===== src/rtl/control_pkg.sv =====
// Shared definitions for the interrupt sequencer: FSM states, source codes
// and the default opcode injected for every interrupt/reset event.
package control_pkg;

    typedef enum logic [1:0] {
        RST_PEND = 2'd0,
        IDLE     = 2'd1,
        ARMED    = 2'd2,
        RUNNING  = 2'd3
    } seq_state_t;

    localparam int SRC_RESET    = 0;
    localparam int SRC_NMI      = 1;
    localparam int SRC_IRQ_BASE = 2;

    localparam logic [7:0] BRK_OPCODE_DEFAULT = 8'h00;

endpackage


===== src/rtl/irq_priority_encoder.sv =====
// Fixed-priority arbiter: latched NMI first, then IRQ0 (highest) .. IRQ(N-1).
module irq_priority_encoder
    import control_pkg::*;
#(
    parameter int NUM_IRQ = 4,
    parameter int SRC_W   = $clog2(NUM_IRQ + 2)
) (
    input  logic               i_nmi_pending,
    input  logic [NUM_IRQ-1:0] i_irq_eff,
    output logic               o_valid,
    output logic [SRC_W-1:0]   o_source
);

    always_comb begin
        o_valid  = i_nmi_pending | (|i_irq_eff);
        o_source = SRC_W'(SRC_RESET);
        if (i_nmi_pending) begin
            o_source = SRC_W'(SRC_NMI);
        end else begin
            // Descending scan so the lowest-numbered active line wins.
            for (int i = NUM_IRQ - 1; i >= 0; i--) begin
                if (i_irq_eff[i]) begin
                    o_source = SRC_W'(SRC_IRQ_BASE + i);
                end
            end
        end
    end

endmodule


===== src/rtl/interrupt_sequencer.sv =====
// Reset/NMI/IRQ sequencer: injects the BRK opcode at the next opcode fetch,
// reports the serviced source and tracks the running handler sequence.
module interrupt_sequencer
    import control_pkg::*;
#(
    parameter int                  NUM_IRQ    = 4,
    parameter int                  OP_WIDTH   = 8,
    parameter logic [OP_WIDTH-1:0] BRK_OPCODE = OP_WIDTH'(BRK_OPCODE_DEFAULT),
    parameter int                  SRC_W      = $clog2(NUM_IRQ + 2)
) (
    input  logic                clk,
    input  logic                rst,
    input  logic                enableFFs,
    input  logic                nonMaskableInterrupt,
    input  logic [NUM_IRQ-1:0]  interruptRequest,
    input  logic [NUM_IRQ-1:0]  irqMask,
    input  logic                processStatusRegIFlag,
    input  logic                loadNextInstruction,
    input  logic                serviceDone,
    input  logic [OP_WIDTH-1:0] externalDB,
    output logic [OP_WIDTH-1:0] nextInstruction,
    output logic                instructionRegReadEnable,
    output logic                enableIFlag,
    output logic [SRC_W-1:0]    sourceSel,
    output logic                resetRunning,
    output logic                nmiRunning,
    output logic                irqRunning,
    output logic                nmiPending
);

    seq_state_t         r_state;
    logic               r_nmi_prev;
    logic               r_nmi_pend;
    logic [SRC_W-1:0]   r_src;
    logic               r_reset_run;
    logic               r_nmi_run;
    logic               r_irq_run;

    logic [NUM_IRQ-1:0] w_irq_eff;
    logic               w_nmi_edge;
    logic               w_arb_valid;
    logic [SRC_W-1:0]   w_arb_src;
    logic               w_inject_rst;
    logic               w_inject_arm;
    logic               w_inject_nmi;

    assign w_irq_eff  = interruptRequest & ~irqMask & {NUM_IRQ{~processStatusRegIFlag}};
    assign w_nmi_edge = nonMaskableInterrupt & ~r_nmi_prev;

    irq_priority_encoder #(
        .NUM_IRQ (NUM_IRQ),
        .SRC_W   (SRC_W)
    ) u_prio (
        .i_nmi_pending (r_nmi_pend),
        .i_irq_eff     (w_irq_eff),
        .o_valid       (w_arb_valid),
        .o_source      (w_arb_src)
    );

    // Injection only happens on enabled cycles so a stalled fetch is never doubled.
    assign w_inject_rst = !rst && enableFFs && (r_state == RST_PEND);
    assign w_inject_arm = !rst && enableFFs && (r_state == ARMED) && w_arb_valid
                          && loadNextInstruction;
    assign w_inject_nmi = w_inject_arm && (w_arb_src == SRC_W'(SRC_NMI));

    always_comb begin
        nextInstruction          = externalDB;
        instructionRegReadEnable = loadNextInstruction;
        enableIFlag              = 1'b0;
        sourceSel                = r_src;
        resetRunning             = r_reset_run;
        nmiRunning               = r_nmi_run;
        irqRunning               = r_irq_run;
        nmiPending               = r_nmi_pend;
        if (rst) begin
            instructionRegReadEnable = 1'b0;
            sourceSel                = SRC_W'(SRC_RESET);
            resetRunning             = 1'b0;
            nmiRunning               = 1'b0;
            irqRunning               = 1'b0;
            nmiPending               = 1'b0;
        end else if (r_state == RST_PEND) begin
            instructionRegReadEnable = w_inject_rst;
            sourceSel                = SRC_W'(SRC_RESET);
            if (w_inject_rst) begin
                nextInstruction = BRK_OPCODE;
                enableIFlag     = 1'b1;
            end
        end else begin
            if ((r_state == ARMED) && w_arb_valid) begin
                sourceSel = w_arb_src;
            end
            if (w_inject_arm) begin
                nextInstruction = BRK_OPCODE;
                enableIFlag     = 1'b1;
            end
        end
    end

    always_ff @(posedge clk) begin
        if (rst) begin
            r_state     <= RST_PEND;
            r_nmi_prev  <= 1'b0;
            r_nmi_pend  <= 1'b0;
            r_src       <= SRC_W'(SRC_RESET);
            r_reset_run <= 1'b0;
            r_nmi_run   <= 1'b0;
            r_irq_run   <= 1'b0;
        end else if (enableFFs) begin
            r_nmi_prev <= nonMaskableInterrupt;
            // A fresh edge in the injection cycle must survive the clear.
            if (w_nmi_edge) begin
                r_nmi_pend <= 1'b1;
            end else if (w_inject_nmi) begin
                r_nmi_pend <= 1'b0;
            end

            case (r_state)
                RST_PEND: begin
                    r_state     <= RUNNING;
                    r_src       <= SRC_W'(SRC_RESET);
                    r_reset_run <= 1'b1;
                end
                IDLE: begin
                    if (w_arb_valid) begin
                        r_state <= ARMED;
                        r_src   <= w_arb_src;
                    end
                end
                ARMED: begin
                    if (!w_arb_valid) begin
                        r_state <= IDLE;
                    end else begin
                        r_src <= w_arb_src;
                        if (loadNextInstruction) begin
                            r_state   <= RUNNING;
                            r_nmi_run <= (w_arb_src == SRC_W'(SRC_NMI));
                            r_irq_run <= (w_arb_src != SRC_W'(SRC_NMI));
                        end
                    end
                end
                RUNNING: begin
                    if (serviceDone) begin
                        r_state     <= IDLE;
                        r_reset_run <= 1'b0;
                        r_nmi_run   <= 1'b0;
                        r_irq_run   <= 1'b0;
                    end
                end
                default: r_state <= RST_PEND;
            endcase
        end
    end

endmodule


===== config.mk =====
export PLATFORM = sky130hd
export DESIGN_NAME = interrupt_sequencer
export DESIGN_NICKNAME = d
export VERILOG_FILES = /design/src/rtl/control_pkg.sv /design/src/rtl/irq_priority_encoder.sv /design/src/rtl/interrupt_sequencer.sv
export SDC_FILE = /design/constraint.sdc
export NUM_CORES = 1
export LEC_CHECK = 0
export CAP_MARGIN = 20
export CORE_ASPECT_RATIO = 0.8
export CORE_MARGIN = 2
export CORE_UTILIZATION = 43
export CTS_CLUSTER_SIZE = 20
export DETAILED_ROUTE_END_ITERATION = 16
export PLACE_DENSITY_LB_ADDON = 0.1
export SYNTH_ARGS = -nofsm -noshare
export SYNTH_HDL_FRONTEND = slang
export SYNTH_SLANG_ARGS = --single-unit

===== constraint.sdc =====
create_clock -name clk -period 2.9 [get_ports clk]
set_input_delay 0.29 -clock clk [delete_from_list [all_inputs] [get_ports clk]]
set_output_delay 0.29 -clock clk [all_outputs]
set_load 0.005 [all_outputs]

* Yosys cells after proc, flatten, opt, wreduce, memory -nomap -nowiden
Cells that the tools add are included.
** Storage, ports and cells
- Bits in registers :: 10
- Latch bits :: 0
- RAM bits :: 0
- Memory bits (read-only) :: 0
- Input port bits :: 23
- Output and inout port bits :: 17
- Word-level logic and storage cells :: 84
- Memories :: 0
** Cells by class
- Add/subtract/negate cells :: 0
- $mul :: 0
- Div/mod/pow operators :: 0
- Magnitude comparators :: 0
- Equality and inequality tests :: 11
- Shift operators :: 0
- Multiplexer cells :: 39
- Bitwise operators :: 7
- Reduce and logical (&&, ||, !) cells :: 20
** Operators by type and width (count)
- $mux W8 :: 4
- $mux W3 :: 9
- $mux W1 :: 17
- $and A4 B4 Y4 :: 2
- $mux W2 :: 4
- $ne A2 B2 Y1 const B :: 4
- $pmux W2 S4 :: 1
- $reduce_bool A2 Y1 :: 4
- $logic_and A1 B1 Y1 :: 7
- $pmux W1 S2 :: 3
- $pmux W3 S2 :: 1
- $reduce_and A3 Y1 :: 2
- $reduce_and A5 Y1 :: 1
- $eq A2 B2 Y1 const B :: 2
- $not A4 Y4 :: 1
- $reduce_and A4 Y1 :: 1
- $reduce_or A4 Y1 :: 1
- $eq A3 B1 Y1 const B :: 1
- $ne A3 B1 Y1 const B :: 1
- $ne A3 B3 Y1 const B :: 1
- $eq A2 B1 Y1 const B :: 1
- $logic_not A2 Y1 :: 1
- $ne A2 B1 Y1 const B :: 1
- $not A1 Y1 :: 2
- other kinds (5) :: 5

* Depth between registers and ports, before layout
- Depth after elaboration :: 12
- Gate-level depth with buffers :: 8
- Mapped depth without buffers :: 7

* Hierarchy
A second synthesis with hierarchy kept.
** Second synthesis, totals
- Cell total of the unflattened synthesis :: 99
- Area total of the unflattened synthesis :: 780.7 µm²
** Modules (own cells, without submodules)
- interrupt_sequencer :: times used 1, cells an instance 90, area each 732.0 µm², seq. area each 200.2 µm²
- irq_priority_encoder :: times used 1, cells an instance 9, area each 48.8 µm², seq. area each 0.0 µm²

* Least setup slack after synthesis
OpenSTA, ideal clock, no wires.
- Path type :: register to output
- Start :: reg r_state[0]
- End :: out nextInstruction[0]
- Arrival time :: 1.491 ns
- Data required time :: 2.610 ns
- Setup slack :: 1.119 ns
- Stages on the path, launching flop included :: 7
- Path buffers :: 0
- Cell sequence :: dfxtp_1 -> inv_1 -> ha_1 -> nand2_1 -> o21bai_2 -> a211o_1 -> and2_1
** Between the ends
- Longest elaborated chain between the ends :: 7
- Elaborated cells between the ends (all ways) :: 10
- Those cells by class :: eq/ne (1); mux (4); reduce/logical (5)
** RTL lines
- start, declared :: line interrupt_sequencer.sv:31 : seq_state_t r_state;
- start signal, assigned :: line interrupt_sequencer.sv:102 : r_state <= RST_PEND;
- start signal, assigned :: line interrupt_sequencer.sv:120 : r_state <= RUNNING;
- start signal, assigned :: line interrupt_sequencer.sv:126 : r_state <= ARMED;
- $eq A2 B2 Y1 :: line interrupt_sequencer.sv:62 : assign w_inject_arm = !rst && enableFFs && (r_state == ARMED) && w_arb_valid
- $logic_and A1 B1 Y1 (2 in series) :: line interrupt_sequencer.sv:62
- $logic_and A1 B1 Y1 :: line interrupt_sequencer.sv:63 : && loadNextInstruction;
- $mux W8 :: line interrupt_sequencer.sv:93 : if (w_inject_arm) begin
- $mux W8 (*) :: line interrupt_sequencer.sv:82 : end else if (r_state == RST_PEND) begin
- $mux W8 (*) :: line interrupt_sequencer.sv:75 : if (rst) begin
- end, declared :: line interrupt_sequencer.sv:21 : output logic [OP_WIDTH-1:0] nextInstruction,
Mark *: on every way between the ends. The rest lies on a longest branch, timed or not.

* Final worst setup path
- Start :: reg r_state[0]
- End :: out nextInstruction[1]
The elaborated chain is that of the path after synthesis.

==> summary.txt <==
Floorplanning
  • Starting Density: roughly 46%
  • I/O Pins: 40
  • Core area: between 1500 and 2000 um2
  • # rows: 14
  • Die Area: 2370 um2
  • Die Ht: 43.9 um
  • Die extent in x: between 50 and 60 um

CTS
  • Post CTS Setup Buffer Count: 0
  • Max Root-Sink Buffers: 2
  • Total CTS buffers: 3
  • Post_cts resized: 0
  • CTS H-tree lvls: 1
  • TritonCTS clock tree: built
  • CTS Sinks: 10
  • Worst skew pair latency: 0.27 ns
  • Clk root buf: clkbuf_4
  • Clock transition at path regs: around 0.07 ns
  • CTS Hold Buffers Added: 0

Layout
  • Reg area: around 200 um2
  • Share of layout cells above drive strength 1: approximately an eighth
  • Area of the multi-input gates: approximately 610 um2
  • Fin nets: ~170
  • Utilization after layout: between 60 and 70%
  • Layout fillers: approximately 150
  • Layout area overhead: 52.8%
  • Ant. Diodes: 0

Worst setup path
  • Critical Path Sink Type: output port
  • Worst EP required: 2.61 ns
  • Worst EP arrival: about 2.4 ns
  • Crit Path Max Fanout: 9
  • RR Startpoint: r_state[0]
  • Setup CP Type: register to output port
  • Startpoint types: register
  • Crit path launch: r_state[0]

Placement
  • I/O Buffers: 39
  • Place WS: 0.321 ns
  • RePlAce Congestion: between 0.8 and 0.9
  • Final HPWL DP: around 1.8 mm

STA
  • Fin crit period: ~2.7 ns
  • Final WS setup: 0.168 ns
  • Final Cycle Share: roughly 94%
  • Fin. Hold Viols: 0
  • Peak Freq: 0.366 GHz
  • RSZ-0062 raised after global routing: false
  • Clock skew: approximately 0.0021 ns
  • Post-Route Setup TNS: 0 ns
  • # setup viols final: 0
  • Worst slew margin: about three fifths
  • Worst slew pin tran: ~0.6 ns
  • Max Slew Vio Count: 0

Flow run
  • Max-cap violation count: 0

Min path
  • Hold_sp: r_nmi_prev
  • Min-Delay Path Class: register to register

Route
  • Post-route ant nets: 0
  • Vias/cell: between 5 and 6
  • DRC Markers: 0
  • WL/cell: ~13 um
  • Router iterations before antenna repair: 4
  • Initial drt markers: 19
  • Drt total wl: ~2.3 mm
  • Via count: 920

Global route
  • Grt met3 use: roughly 4.5%
  • Vias in the first global route: 852
  • Grt ovf: 0
  • Global-route wire length before repair: between 3 and 4 mm
  • Met1 Use GR: between 20% and 30%
  • Met2 Use GR: a little over a third
  • Grt peak-use layer: met2
  • Largest net degree at the start of global routing: 14
  • GRT Total Usage: between 20% and 30%
  • Initial antenna violation count: 0

Logic synthesis
  • Synth Flop Type: dfxtp_1
  • Register bit total from synthesis: 10
  • Synthesized area per cell: slightly above 8 um2
  • EDFF count, synth: 0
  • Synth area leaders: dfxtp_1 (23%), and2_1 (5.8%), ha_1 (5.8%)
  • Post-synth ARST share: 0%
  • Ys Warns: 0
  • Leading area contributor after synthesis: dfxtp_1
  • Sequential share of the synthesized area: between 20% and 30%
  • Gate Count Post-Synth: 106
  • Syn_nets: ~130
  • Post-Syn Area: between 800 and 900 um2
  • Distinct cells, synth: 36
  • Synth top area share: between 20% and 30%

Power and ir drop
  • Static Leakage: 0.516 nW
  • Seq pwr share: between 30% and 40%
  • Clock share of power: around 28%
  • Worst vdd ir: 0.343 mV
  • Pwr/cell area: about 360 nW/um2
  • Sw Share: a little under a third
  • Int Power: 0.323 mW
  • Comb power frac: between 30% and 40%
  • Total power: 0.465 mW
  • Net Switching: approximately 0.14 mW

Outcome
  • Status: complete, no violations
==> final timing paths <==
kind                                           end  slack, ns  cells after the start
worst max-delay path            nextInstruction[1]       0.17                      7
worst min register to register          r_nmi_prev       0.46                      2
worst max register to register          r_state[0]       1.16                      5
worst min-delay path                    r_nmi_prev       0.46                      2
==> synthesized netlist by cell type, types with 2 or more instances <==
library cell,count
inv_1,8
a211o_1,2
nor3_1,3
mux2i_1,2
o31ai_1,3
nor2b_1,6
a21oi_1,7
ha_1,4
o21a_1,3
a22o_1,2
dfxtp_1,10
clkbuf_1,3
a21o_1,2
nand2b_4,3
nor2_1,7
a211oi_1,2
nand2b_1,3
and2_1,8
nand2_1,8
o21ai_0,4
==> cell usage in the layout (no fill, tap or decap), drive strengths merged <==
cell type and count:
clkdlybuf4s50 39, dfxtp 10, inv 8, nand2 8
and2 8, a21oi 7, nor2 7, nand2b 7
nor2b 6, o21ai 4, ha 4, o31ai 4
clkbuf 4, nor3 3, o21a 3, a211o 2
a21o 2, mux2i 2, a22o 2, a211oi 2
buf 2, a41oi 1, o21bai 1, a22oi 1
a2bb2oi 1, a31o 1, or2 1, a2111oi 1
a32o 1, a221oi 1, nand3 1, nor4 1
o2bb2ai 1
==> stage by stage <==
stage	area [um2]	std cells	hold slack, ns
4_1_cts	1310	170	0.465
3_5_place_dp	1270	166	0.456
3_3_place_gp	1270	166	0.441
5_1_grt	1310	170	0.499
2_1_floorplan	856	106	0.425
6_report	1310	170	0.459
==> routing by layer <==
| layer | share of wire, % | up-vias |
|---|---|---|
| met3 | 13 | 2 |
| met4 | 0.62 | 0 |
| met5 | 0 | - |
| li1 | - | 457 |
| met1 | 42 | 402 |
| met2 | 44 | 59 |
==> kinds of logic (layout without fill, tap and decap cells) <==
logic type	Yosys count	count (layout)	share of synthesized area (%)
AOI/OAI and AO/OA	35	35	33.9
adders and majority gates	4	4	5.85
buffers and inverters	13	53	5.85
DFF	10	10	23.4
muxes	2	2	2.34
and+or+nand+nor	42	42	28.7
==> state kept, by name, summed over array words and instances (netlist names) <==
name and count:
r_src 3, r_reset_run 1, r_irq_run 1, r_nmi_pend 1, r_nmi_run 1, r_nmi_prev 1, r_state 2
==> worst max-delay path, stage by stage (launching register included) <==
cell and delay [ns]:
dfxtp_1 0.35, inv_1 0.12, ha_1 0.33, nand2_1 0.14
o21bai_2 0.22, a211o_1 0.38, and2_1 0.19, clkdlybuf4s50_1 0.45
==> final cells by class <==
| type | count | share of cell area [%] |
|---|---|---|
| Inverter | 8 | 2.30 |
| Timing Repair Buffer | 41 | 31.0 |
| Sequential cell | 10 | 15.3 |
| Clock buffer | 4 | 2.78 |
| Multi-Input combinational cell | 83 | 46.3 |
| Tap cell | 24 | 2.30 |
==> power by group through the flow <==
stage / Sequential, mW / Clock, mW / Combinational [mW]
finish: 0.156 / 0.130 / 0.180
global route: 0.158 / 0.137 / 0.196
detailed placement: 0.159 / 0 / 0.179
CTS: 0.156 / 0.130 / 0.180
global placement: 0.159 / 0 / 0.176
floorplan: 0.155 / 0 / 0.101
No activity file was read; power rests on OpenSTA's default activity.
